===== src/rtl/tx_pkg.sv =====
// Shared transmit-path definitions: loader FSM states, length limits and MAC constants.
package tx_pkg;

    localparam int unsigned LEN_W         = 11;
    localparam int unsigned HDR_BYTES     = 2;
    localparam int unsigned MIN_PAYLOAD_C = 46;
    localparam int unsigned MAX_PAYLOAD_C = 1500;

    localparam logic [47:0] SRC_MAC_C = 48'h02_00_00_00_00_01;
    localparam logic [47:0] DST_MAC_C = 48'hFF_FF_FF_FF_FF_FF;

    typedef enum logic [2:0] {
        StIdle,
        StHdrHi,
        StHdrLo,
        StData,
        StPad,
        StDrain,
        StDone
    } loader_state_e;

    // Length that goes on the wire: short payloads are padded up to the minimum.
    function automatic logic [LEN_W-1:0] eff_len_f(input logic [LEN_W-1:0] len,
                                                   input logic [LEN_W-1:0] min_len);
        return (len < min_len) ? min_len : len;
    endfunction

endpackage


===== src/rtl/tx_pkt_loader_if.sv =====
// User-side payload stream into the transmit loader: start/length request plus byte stream.
interface tx_pkt_loader_if;
    import tx_pkg::*;

    logic             s_start;
    logic [LEN_W-1:0] s_len;
    logic             s_start_ready;
    logic [7:0]       s_data;
    logic             s_valid;
    logic             s_last;
    logic             s_ready;

    modport master (
        output s_start, s_len, s_data, s_valid, s_last,
        input  s_start_ready, s_ready
    );

    modport slave (
        input  s_start, s_len, s_data, s_valid, s_last,
        output s_start_ready, s_ready
    );

endinterface


===== src/rtl/pkt_credit_cnt.sv =====
// Queued-packet credit counter: +1 per queued packet, -1 per transmitted packet, saturating.
module pkt_credit_cnt #(
    parameter int unsigned MaxInflight = 2,
    parameter int unsigned CntW        = 2
) (
    input  logic            clk,
    input  logic            rst,
    input  logic            inc,
    input  logic            dec,
    output logic [CntW-1:0] count,
    output logic            avail
);

    logic [CntW-1:0] count_q, count_d;

    always_comb begin
        count_d = count_q;
        // Simultaneous inc/dec cancel; a stray dec at zero is dropped.
        if (inc && !dec && (count_q < CntW'(MaxInflight))) begin
            count_d = count_q + 1'b1;
        end else if (dec && !inc && (count_q != '0)) begin
            count_d = count_q - 1'b1;
        end
    end

    always_ff @(posedge clk) begin
        if (rst) begin
            count_q <= '0;
        end else begin
            count_q <= count_d;
        end
    end

    assign count = count_q;
    assign avail = (count_q < CntW'(MaxInflight));

endmodule


===== src/rtl/tx_pkt_loader.sv =====
// Frames user payload into the TX FIFO as [len_hi, len_lo, payload, zero pad].
// Optional statistics counters are built when TX_LOADER_STATS_EN is defined.
module tx_pkt_loader
    import tx_pkg::*;
#(
    parameter int unsigned WIDTH        = 8,
    parameter int unsigned MIN_PAYLOAD  = MIN_PAYLOAD_C,
    parameter int unsigned MAX_PAYLOAD  = MAX_PAYLOAD_C,
    parameter int unsigned MAX_INFLIGHT = 2
) (
    input  logic               clk,
    input  logic               rst,
    tx_pkt_loader_if.slave     up,
    input  logic               pct_txed,
    output logic [WIDTH-1:0]   data_in,
    output logic               buf_w_en,
    output logic               pct_qued,
    output logic               len_err,
    output logic [1:0]         inflight
`ifdef TX_LOADER_STATS_EN
    ,
    output logic [31:0]        stat_pkts,
    output logic [31:0]        stat_bytes,
    output logic [15:0]        stat_errs
`endif
);

    localparam logic [LEN_W-1:0] MinLen = LEN_W'(MIN_PAYLOAD);
    localparam logic [LEN_W-1:0] MaxLen = LEN_W'(MAX_PAYLOAD);

    loader_state_e    state_q, state_d;
    logic [LEN_W-1:0] eff_len_q, eff_len_d;
    logic [LEN_W-1:0] rem_q, rem_d;
    logic [LEN_W-1:0] cnt_q, cnt_d;
    logic [LEN_W-1:0] cnt_inc;
    logic             wr_en_d;
    logic [WIDTH-1:0] wr_data_d;
    logic             start_avail;

    assign cnt_inc = cnt_q + 1'b1;

    pkt_credit_cnt #(
        .MaxInflight(MAX_INFLIGHT),
        .CntW       (2)
    ) u_credit (
        .clk  (clk),
        .rst  (rst),
        .inc  (pct_qued),
        .dec  (pct_txed),
        .count(inflight),
        .avail(start_avail)
    );

    always_comb begin
        state_d          = state_q;
        eff_len_d        = eff_len_q;
        rem_d            = rem_q;
        cnt_d            = cnt_q;
        wr_en_d          = 1'b0;
        wr_data_d        = '0;
        up.s_start_ready = 1'b0;
        up.s_ready       = 1'b0;
        len_err          = 1'b0;
        pct_qued         = 1'b0;

        unique case (state_q)
            StIdle: begin
                up.s_start_ready = start_avail;
                if (up.s_start && start_avail) begin
                    if ((up.s_len == '0) || (up.s_len > MaxLen)) begin
                        len_err = 1'b1;
                    end else begin
                        eff_len_d = eff_len_f(up.s_len, MinLen);
                        rem_d     = up.s_len;
                        cnt_d     = '0;
                        state_d   = StHdrHi;
                    end
                end
            end
            StHdrHi: begin
                wr_en_d   = 1'b1;
                wr_data_d = WIDTH'(eff_len_q >> 8);
                state_d   = StHdrLo;
            end
            StHdrLo: begin
                wr_en_d   = 1'b1;
                wr_data_d = WIDTH'(eff_len_q[7:0]);
                state_d   = StData;
            end
            StData: begin
                up.s_ready = 1'b1;
                if (up.s_valid) begin
                    wr_en_d   = 1'b1;
                    wr_data_d = WIDTH'(up.s_data);
                    rem_d     = rem_q - 1'b1;
                    cnt_d     = cnt_inc;
                    if (rem_q == LEN_W'(1)) begin
                        if (!up.s_last) begin
                            len_err = 1'b1;
                            state_d = StDrain;
                        end else if (cnt_inc < eff_len_q) begin
                            state_d = StPad;
                        end else begin
                            state_d = StDone;
                        end
                    end else if (up.s_last) begin
                        // Early end: still pad to the advertised length.
                        len_err = 1'b1;
                        state_d = StPad;
                    end
                end
            end
            StPad: begin
                wr_en_d   = 1'b1;
                wr_data_d = '0;
                cnt_d     = cnt_inc;
                if (cnt_inc == eff_len_q) begin
                    state_d = StDone;
                end
            end
            StDrain: begin
                up.s_ready = 1'b1;
                // Overlong short packets still need padding so the header stays truthful.
                if (up.s_valid && up.s_last) begin
                    state_d = (cnt_q < eff_len_q) ? StPad : StDone;
                end
            end
            StDone: begin
                pct_qued = 1'b1;
                state_d  = StIdle;
            end
            default: begin
                state_d = StIdle;
            end
        endcase

        // Hold every combinational output low while reset is asserted.
        if (rst) begin
            up.s_start_ready = 1'b0;
            up.s_ready       = 1'b0;
            len_err          = 1'b0;
            pct_qued         = 1'b0;
        end
    end

    always_ff @(posedge clk) begin
        if (rst) begin
            state_q   <= StIdle;
            eff_len_q <= '0;
            rem_q     <= '0;
            cnt_q     <= '0;
            buf_w_en  <= 1'b0;
            data_in   <= '0;
        end else begin
            state_q   <= state_d;
            eff_len_q <= eff_len_d;
            rem_q     <= rem_d;
            cnt_q     <= cnt_d;
            buf_w_en  <= wr_en_d;
            data_in   <= wr_data_d;
        end
    end

`ifdef TX_LOADER_STATS_EN
    always_ff @(posedge clk) begin
        if (rst) begin
            stat_pkts  <= '0;
            stat_bytes <= '0;
            stat_errs  <= '0;
        end else begin
            if (pct_qued) begin
                stat_pkts  <= stat_pkts + 1'b1;
                stat_bytes <= stat_bytes + 32'(eff_len_q);
            end
            if (len_err) begin
                stat_errs <= stat_errs + 1'b1;
            end
        end
    end
`endif

endmodule


===== src/flat_wrapper.sv =====
// flat-port wrapper written by rule: the top's interface ports become plain ports
module tx_pkt_loader_flat import tx_pkg::*;
#(
    parameter int unsigned WIDTH        = 8,
    parameter int unsigned MIN_PAYLOAD  = MIN_PAYLOAD_C,
    parameter int unsigned MAX_PAYLOAD  = MAX_PAYLOAD_C,
    parameter int unsigned MAX_INFLIGHT = 2
)
  (clk, rst, pct_txed, data_in, buf_w_en, pct_qued, len_err, inflight, up_s_start, up_s_len, up_s_data, up_s_valid, up_s_last, up_s_start_ready, up_s_ready);
  tx_pkt_loader_if up_i ();
  input  logic clk;
  input  logic rst;
  input  logic pct_txed;
  output logic [WIDTH-1:0] data_in;
  output logic buf_w_en;
  output logic pct_qued;
  output logic len_err;
  output logic [1:0] inflight;
  input wire logic [$bits(up_i.s_start)-1:0] up_s_start;
  input wire logic [$bits(up_i.s_len)-1:0] up_s_len;
  input wire logic [$bits(up_i.s_data)-1:0] up_s_data;
  input wire logic [$bits(up_i.s_valid)-1:0] up_s_valid;
  input wire logic [$bits(up_i.s_last)-1:0] up_s_last;
  output wire logic [$bits(up_i.s_start_ready)-1:0] up_s_start_ready;
  output wire logic [$bits(up_i.s_ready)-1:0] up_s_ready;
  assign up_i.s_start = up_s_start;
  assign up_i.s_len = up_s_len;
  assign up_i.s_data = up_s_data;
  assign up_i.s_valid = up_s_valid;
  assign up_i.s_last = up_s_last;
  assign up_s_start_ready = up_i.s_start_ready;
  assign up_s_ready = up_i.s_ready;
  tx_pkt_loader #(.WIDTH(WIDTH), .MIN_PAYLOAD(MIN_PAYLOAD), .MAX_PAYLOAD(MAX_PAYLOAD), .MAX_INFLIGHT(MAX_INFLIGHT)) u_core (.clk(clk), .rst(rst), .up(up_i), .pct_txed(pct_txed), .data_in(data_in), .buf_w_en(buf_w_en), .pct_qued(pct_qued), .len_err(len_err), .inflight(inflight));
endmodule

===== config.mk =====
export PLATFORM = sky130hd
export DESIGN_NAME = tx_pkt_loader_flat
export DESIGN_NICKNAME = d
export VERILOG_FILES = /design/src/rtl/tx_pkg.sv /design/src/rtl/tx_pkt_loader_if.sv /design/src/rtl/pkt_credit_cnt.sv /design/src/rtl/tx_pkt_loader.sv /design/src/flat_wrapper.sv
export SDC_FILE = /design/constraint.sdc
export NUM_CORES = 1
export LEC_CHECK = 0
export ABC_CLOCK_PERIOD_IN_PS = 3140
export CAP_MARGIN = 20
export CORE_MARGIN = 2
export CORE_UTILIZATION = 56
export CTS_CLUSTER_DIAMETER = 50
export DETAILED_ROUTE_END_ITERATION = 7
export PLACE_DENSITY = 0.9
export SYNTH_ARGS = -nofsm -noshare
export SYNTH_HDL_FRONTEND = slang
export SYNTH_SLANG_ARGS = --single-unit

===== constraint.sdc =====
create_clock -name clk -period 3.14 [get_ports clk]
set_input_delay 0.471 -clock clk [delete_from_list [all_inputs] [get_ports clk]]
set_output_delay 0.471 -clock clk [all_outputs]
set_load 0.005 [all_outputs]

# Yosys cells after proc, flatten, opt, wreduce, memory -nomap -nowiden
# Index checks and enable logic that the tools add are counted.
# word_totals
output_inout_bits,15
ff_bits,47
elab_cells,92
# op_classes
bitwise_logic,1
addsub,4
order_cmp,5
eq_ne,14
n_reduce_logical,21
n_mux,40
# ops
operator,n
two-way mux 11 bit,7
case mux 11 bit (3 select lines),1
two-way mux 3 bit,8
case mux 8 bit (3 select lines),1
< comparator 11 bit,2
case mux 11 bit (2 select lines),1
case mux 3 bit (6 select lines),1
two-way mux 1 bit,14
"adder 11 x 1 -> 11 bit, second input constant",1
"equality test 11 x 1 -> 1 bit, second input constant",1
equality test 11 bit,1
"> comparator 11 bit, second input constant",1
logical NOT 11 bit,1
"< comparator 11 x 6 -> 1 bit, second input constant",1
"subtractor 11 x 1 -> 11 bit, second input constant",1
"equality test 3 bit, second input constant",3
two-way mux 2 bit,4
two-way mux 8 bit,1
AND reduction 4 bit,2
"equality test 3 x 2 -> 1 bit, second input constant",2
logical AND 1 bit,6
"!= test 2 x 1 -> 1 bit, second input constant",3
AND reduction 6 bit,1
nonzero test 2 bit,3
15 further kinds,18

# Longest topological paths before layout
# logic_depth
word_depth,8
ltp_mapped,10
ltp_nobuf,10

# Modules after synthesis
# From an unflattened synthesis, not the netlist that was laid out.
# hier_totals
cells_unflattened,401
hier_area_um2,3134.3
# by_module_without_submodules
module,cells_each,n_inst,area_each_um2
tx_pkt_loader,388,1,3026.7
pkt_credit_cnt,13,1,107.6

# Worst setup path after synthesis
# OpenSTA, ideal clock, no wires.
# synth_timing
path_type,flip-flop to flip-flop
startpoint,reg u_core.cnt_q[0]
endpoint,reg u_core.state_q[1]
setup_ns,0.115
n_path_buf,0
t_required_ns,3.025
stages_incl_launch_ff,11
slack_ns,0.537
t_arrival_ns,2.488
path_cell_list,dfxtp_1 ha_1 nand3_1 nor4_1 xor2_1 ha_1 nand4_1 or2_2 a21oi_1 o41ai_1 a2111oi_0
# synth_via
elab_chain_cells,7
# synth_lines
element,line_no,source
start: declaration,tx_pkt_loader.sv:34,"logic [LEN_W-1:0] cnt_q, cnt_d;"
start signal: assignment,tx_pkt_loader.sv:158,cnt_q <= cnt_d;
adder 11 x 1 -> 11 bit,tx_pkt_loader.sv:40,assign cnt_inc = cnt_q + 1'b1;
< comparator 11 bit,tx_pkt_loader.sv:101,end else if (cnt_inc < eff_len_q) begin
two-way mux 2 bit,tx_pkt_loader.sv:101,
two-way mux 3 bit,tx_pkt_loader.sv:98,if (!up.s_last) begin
two-way mux 3 bit,tx_pkt_loader.sv:97,if (rem_q == LEN_W'(1)) begin
two-way mux 3 bit,tx_pkt_loader.sv:92,if (up.s_valid) begin
case mux 3 bit (6 select lines),tx_pkt_loader.sv:66,unique case (state_q)
end signal: assignment,tx_pkt_loader.sv:148,state_q <= StIdle;
end signal: assignment,tx_pkt_loader.sv:155,state_q <= state_d;
end: declaration,tx_pkt_loader.sv:31,"loader_state_e state_q, state_d;"
# Parallel ways exist; a longest one is shown, timed or not. The select of a mux whose other input is x is not followed.
# A chain may end at the register's enable or synchronous reset.

# Worst setup path in the final report
# layout_timing
startpoint,reg u_core.cnt_q[1]
endpoint,reg u_core.state_q[1]
# Same word-level chain as after synthesis.

==> flow_metrics.tcl <==
set metrics [dict create \
    post_cts_resized 3 \
    die_y_um 78.80 \
    rsz0062_at_grt "false" \
    drtIter0Drc 392 \
    post_cts_buffers 0 \
    power_frac_comb_pct 29.6 \
    die_w_um 78.80 \
    synthCells 383 \
    clockPowerShare_pct 27.5 \
    io_pins 40 \
    routed_wl_mm 8.300 \
    clk_latency_ps 310 \
    nFillCells 428 \
    grt_max_degree 32 \
    ys.flop_type "dfxtp_1" \
    wl_per_cell_um 16.63 \
    p_int_uw 1075 \
    area_delta_synth_final_pct 20.25 \
    avgSynthCellArea_um2 8.180 \
    gp_congestion 0.9689 \
    overflow 0 \
    worstHoldStart "u_core.rem_q[10]" \
    finalNetCount 478 \
    r2r-start "u_core.cnt_q[1]" \
    antenna_found_initial 0 \
    yosysUniqueCellTypes 56 \
    power_density_nw_per_um2 425.3 \
    cp-start-kind "register" \
    power.switching_uw 527.4 \
    slew-limit-headroom_pct 49.33 \
    fmax_mhz 329.0 \
    path_class "reg2reg" \
    tritoncts "yes" \
    clk_pin_slew_ps 90 \
    finalHoldViolCount 0 \
    synth_area_um2 3133 \
    vdd.ir_drop.worst_mv 0.2340 \
    synthArstFlopShare_pct 0 \
    core_um2 5439 \
    setup_viol 0 \
    clockRootBuffer "clkbuf_8" \
    skew_ps 11.87 \
    setup_tns_ps 0 \
    detail-route-antenna-nets 0 \
    synth_seq_cells 47 \
    violations "design-rule violations" \
    syn_nets 434 \
    synth_edf_count 0 \
    via_count 3162 \
    final_cell_area_um2 3767 \
    worst_hold_path.num_cells 2 \
    die_area_um2 6209 \
    grt_pass1_vias 2870 \
    r2r.worst_path.cells 10 \
    swShare_pct 32.91 \
    critPathMaxFanout 5 \
    setup.worst_path.end "u_core.state_q[1]" \
    yosysTopAreaCell "dfxtp_1" \
    min_period_ps 3040 \
    synth_warnings 0 \
    gr-usage-all-layers_pct 27.64 \
    drv_slew 0 \
    dpl-instance-area_um2 3631 \
    grt_pass1_wl_mm 13.68 \
    cp_data_required_time_ps 3330 \
    rrSetupSlack_ps 100 \
    min_period_over_period_pct 96.81 \
    cp_data_arrival_time_ps 3230 \
    drc 1 \
    yosysSeqAreaShare_pct 30.03 \
    p_seq_share_pct 42.9 \
    crit_path_start "u_core.cnt_q[1]" \
    clock_sinks 47 \
    start_util_pct 57.60 \
    portBuffers 39 \
    cts_buffers 5 \
    tightest_slew_ps 753.1 \
    yosys.area.top_type_share_pct 30.03 \
    synth_area_leaders "dfxtp_1 30%, ha_1 10%, a21oi_1 6.2%" \
    clk_path_buf_depth 2 \
    cap_violations 0 \
    end_kind "register" \
    h-tree-depth 2 \
    hpwl_mm 6.031 \
    n_antenna_cell 0 \
    drive_gt1_share_pct 10.30 \
    drt-vias-per-instance 6.337 \
    leakage_uw 0.001471 \
    status "complete, but fails checks" \
    postCtsHoldBufs 0 \
    hp-class "reg2reg" \
    reg2reg_to "u_core.state_q[1]" \
    firstDrtPassIters 8 \
    rows 27 \
]
## cell families (layout without fill, tap and decap cells)
logic type | Yosys count | in the layout | synth area share [%]
and+or+nand+nor | 142 | 142 | 23.64
AOI/OAI and AO/OA | 114 | 114 | 25.84
DFF | 47 | 47 | 30.03
buffers and inverters | 38 | 82 | 5.431
adders and majority gates | 26 | 26 | 10.38
xor gates and xnor gates | 11 | 11 | 3.075
muxes | 5 | 5 | 1.598
## cell usage in the layout, fill, tap and decap left out, types with 12 or more instances in the layout
master	instances
clkdlybuf4s50_1	38
ha_1	26
buf_4	16
nor2_1	40
nand2b_1	14
dfxtp_1	46
nand3_1	12
a21oi_1	39
inv_1	20
nand2_1	24
## synth_stat cells, drive strengths merged (4+ instances only)
cell type	instances
mux2i	5
nand4	4
a31oi	4
a2111oi	5
nor2b	6
a21oi	39
a22oi	8
dfxtp	47
nor2	40
a211oi	10
nand3	13
nand3b	6
clkbuf	10
nor4	8
nand2	24
xor2	8
inv	20
ha	26
o21ai	13
a21o	4
a311oi	5
nand2b	14
buf	8
nor3	10
## per-layer routing
layer	share of wire (%)	GRT usage, %	up-vias
li1	-	-	1508
met1	43	36.63	1461
met4	2.7	10.35	0
met2	46	44.53	165
met3	8.0	5.455	28
met5	0	0	-
## power by group through the flow
stage / logic [uW] / registers (uW) / clock network (uW)
2_1_floorplan: 332 / 680 / 0
3_3_place_gp: 435 / 695 / 0
3_5_place_dp: 450 / 697 / 0
4_1_cts: 457 / 684 / 446
5_1_grt: 519 / 692 / 470
6_report: 474 / 687 / 441
## metrics by stage
stage | util, % | cells | hold WS, ps | worst slack (ps) | total power [uW]
CTS | 68.88 | 498 | 502.6 | 32.49 | 1586
finish | 69.27 | 499 | 504.4 | 100.3 | 1602
detailed placement | 66.76 | 491 | 488.2 | 50.99 | 1147
floorplan | - | 383 | 457.9 | 537.0 | 1011
global route | 69.27 | 499 | 536.9 | 4.758 | 1681
global placement | 66.76 | 491 | 473.0 | 47.13 | 1130
## how the worst min path moves through the flow
stage	to	slack (ps)
final	u_core.rem_q[10]	500
after global routing	u_core.rem_q[9]	540
after CTS	u_core.rem_q[9]	500
after detailed placement	u_core.rem_q[9]	490
after global placement	u_core.rem_q[9]	470
after floorplan	u_core.eff_len_q[4]	460
## sequential cells by signal (all words and copies together) (netlist names)
register,flops
u_core.cnt_q,11
u_core.eff_len_q,11
u_core.rem_q,11
u_core.data_in,8
u_core.state_q,3
u_core.u_credit.count,2
u_core.buf_w_en,1
## final cells by class
class	instances	area, um2	share of cell area (%)
clock buffers	6	72.57	1.926
flip-flops and latches	47	942.2	25.01
well taps	72	90.09	2.391
inverters	20	75.07	1.993
clock inverters	1	30.03	0.7971
multi-input cells	298	2044	54.27
repair buffers	55	513.0	13.62
## worst max-delay path, cell delays in order, from the launching register on
cell and delay (ps):
dfxtp_1 430, ha_1 290, nand3_2 180, nor4_2 370, xor2_1 150, ha_1 320
nand4_1 130, or2_2 330, a21oi_1 200, o41ai_1 150, a2111oi_2 390
No activity file was read; power rests on OpenSTA's default activity.
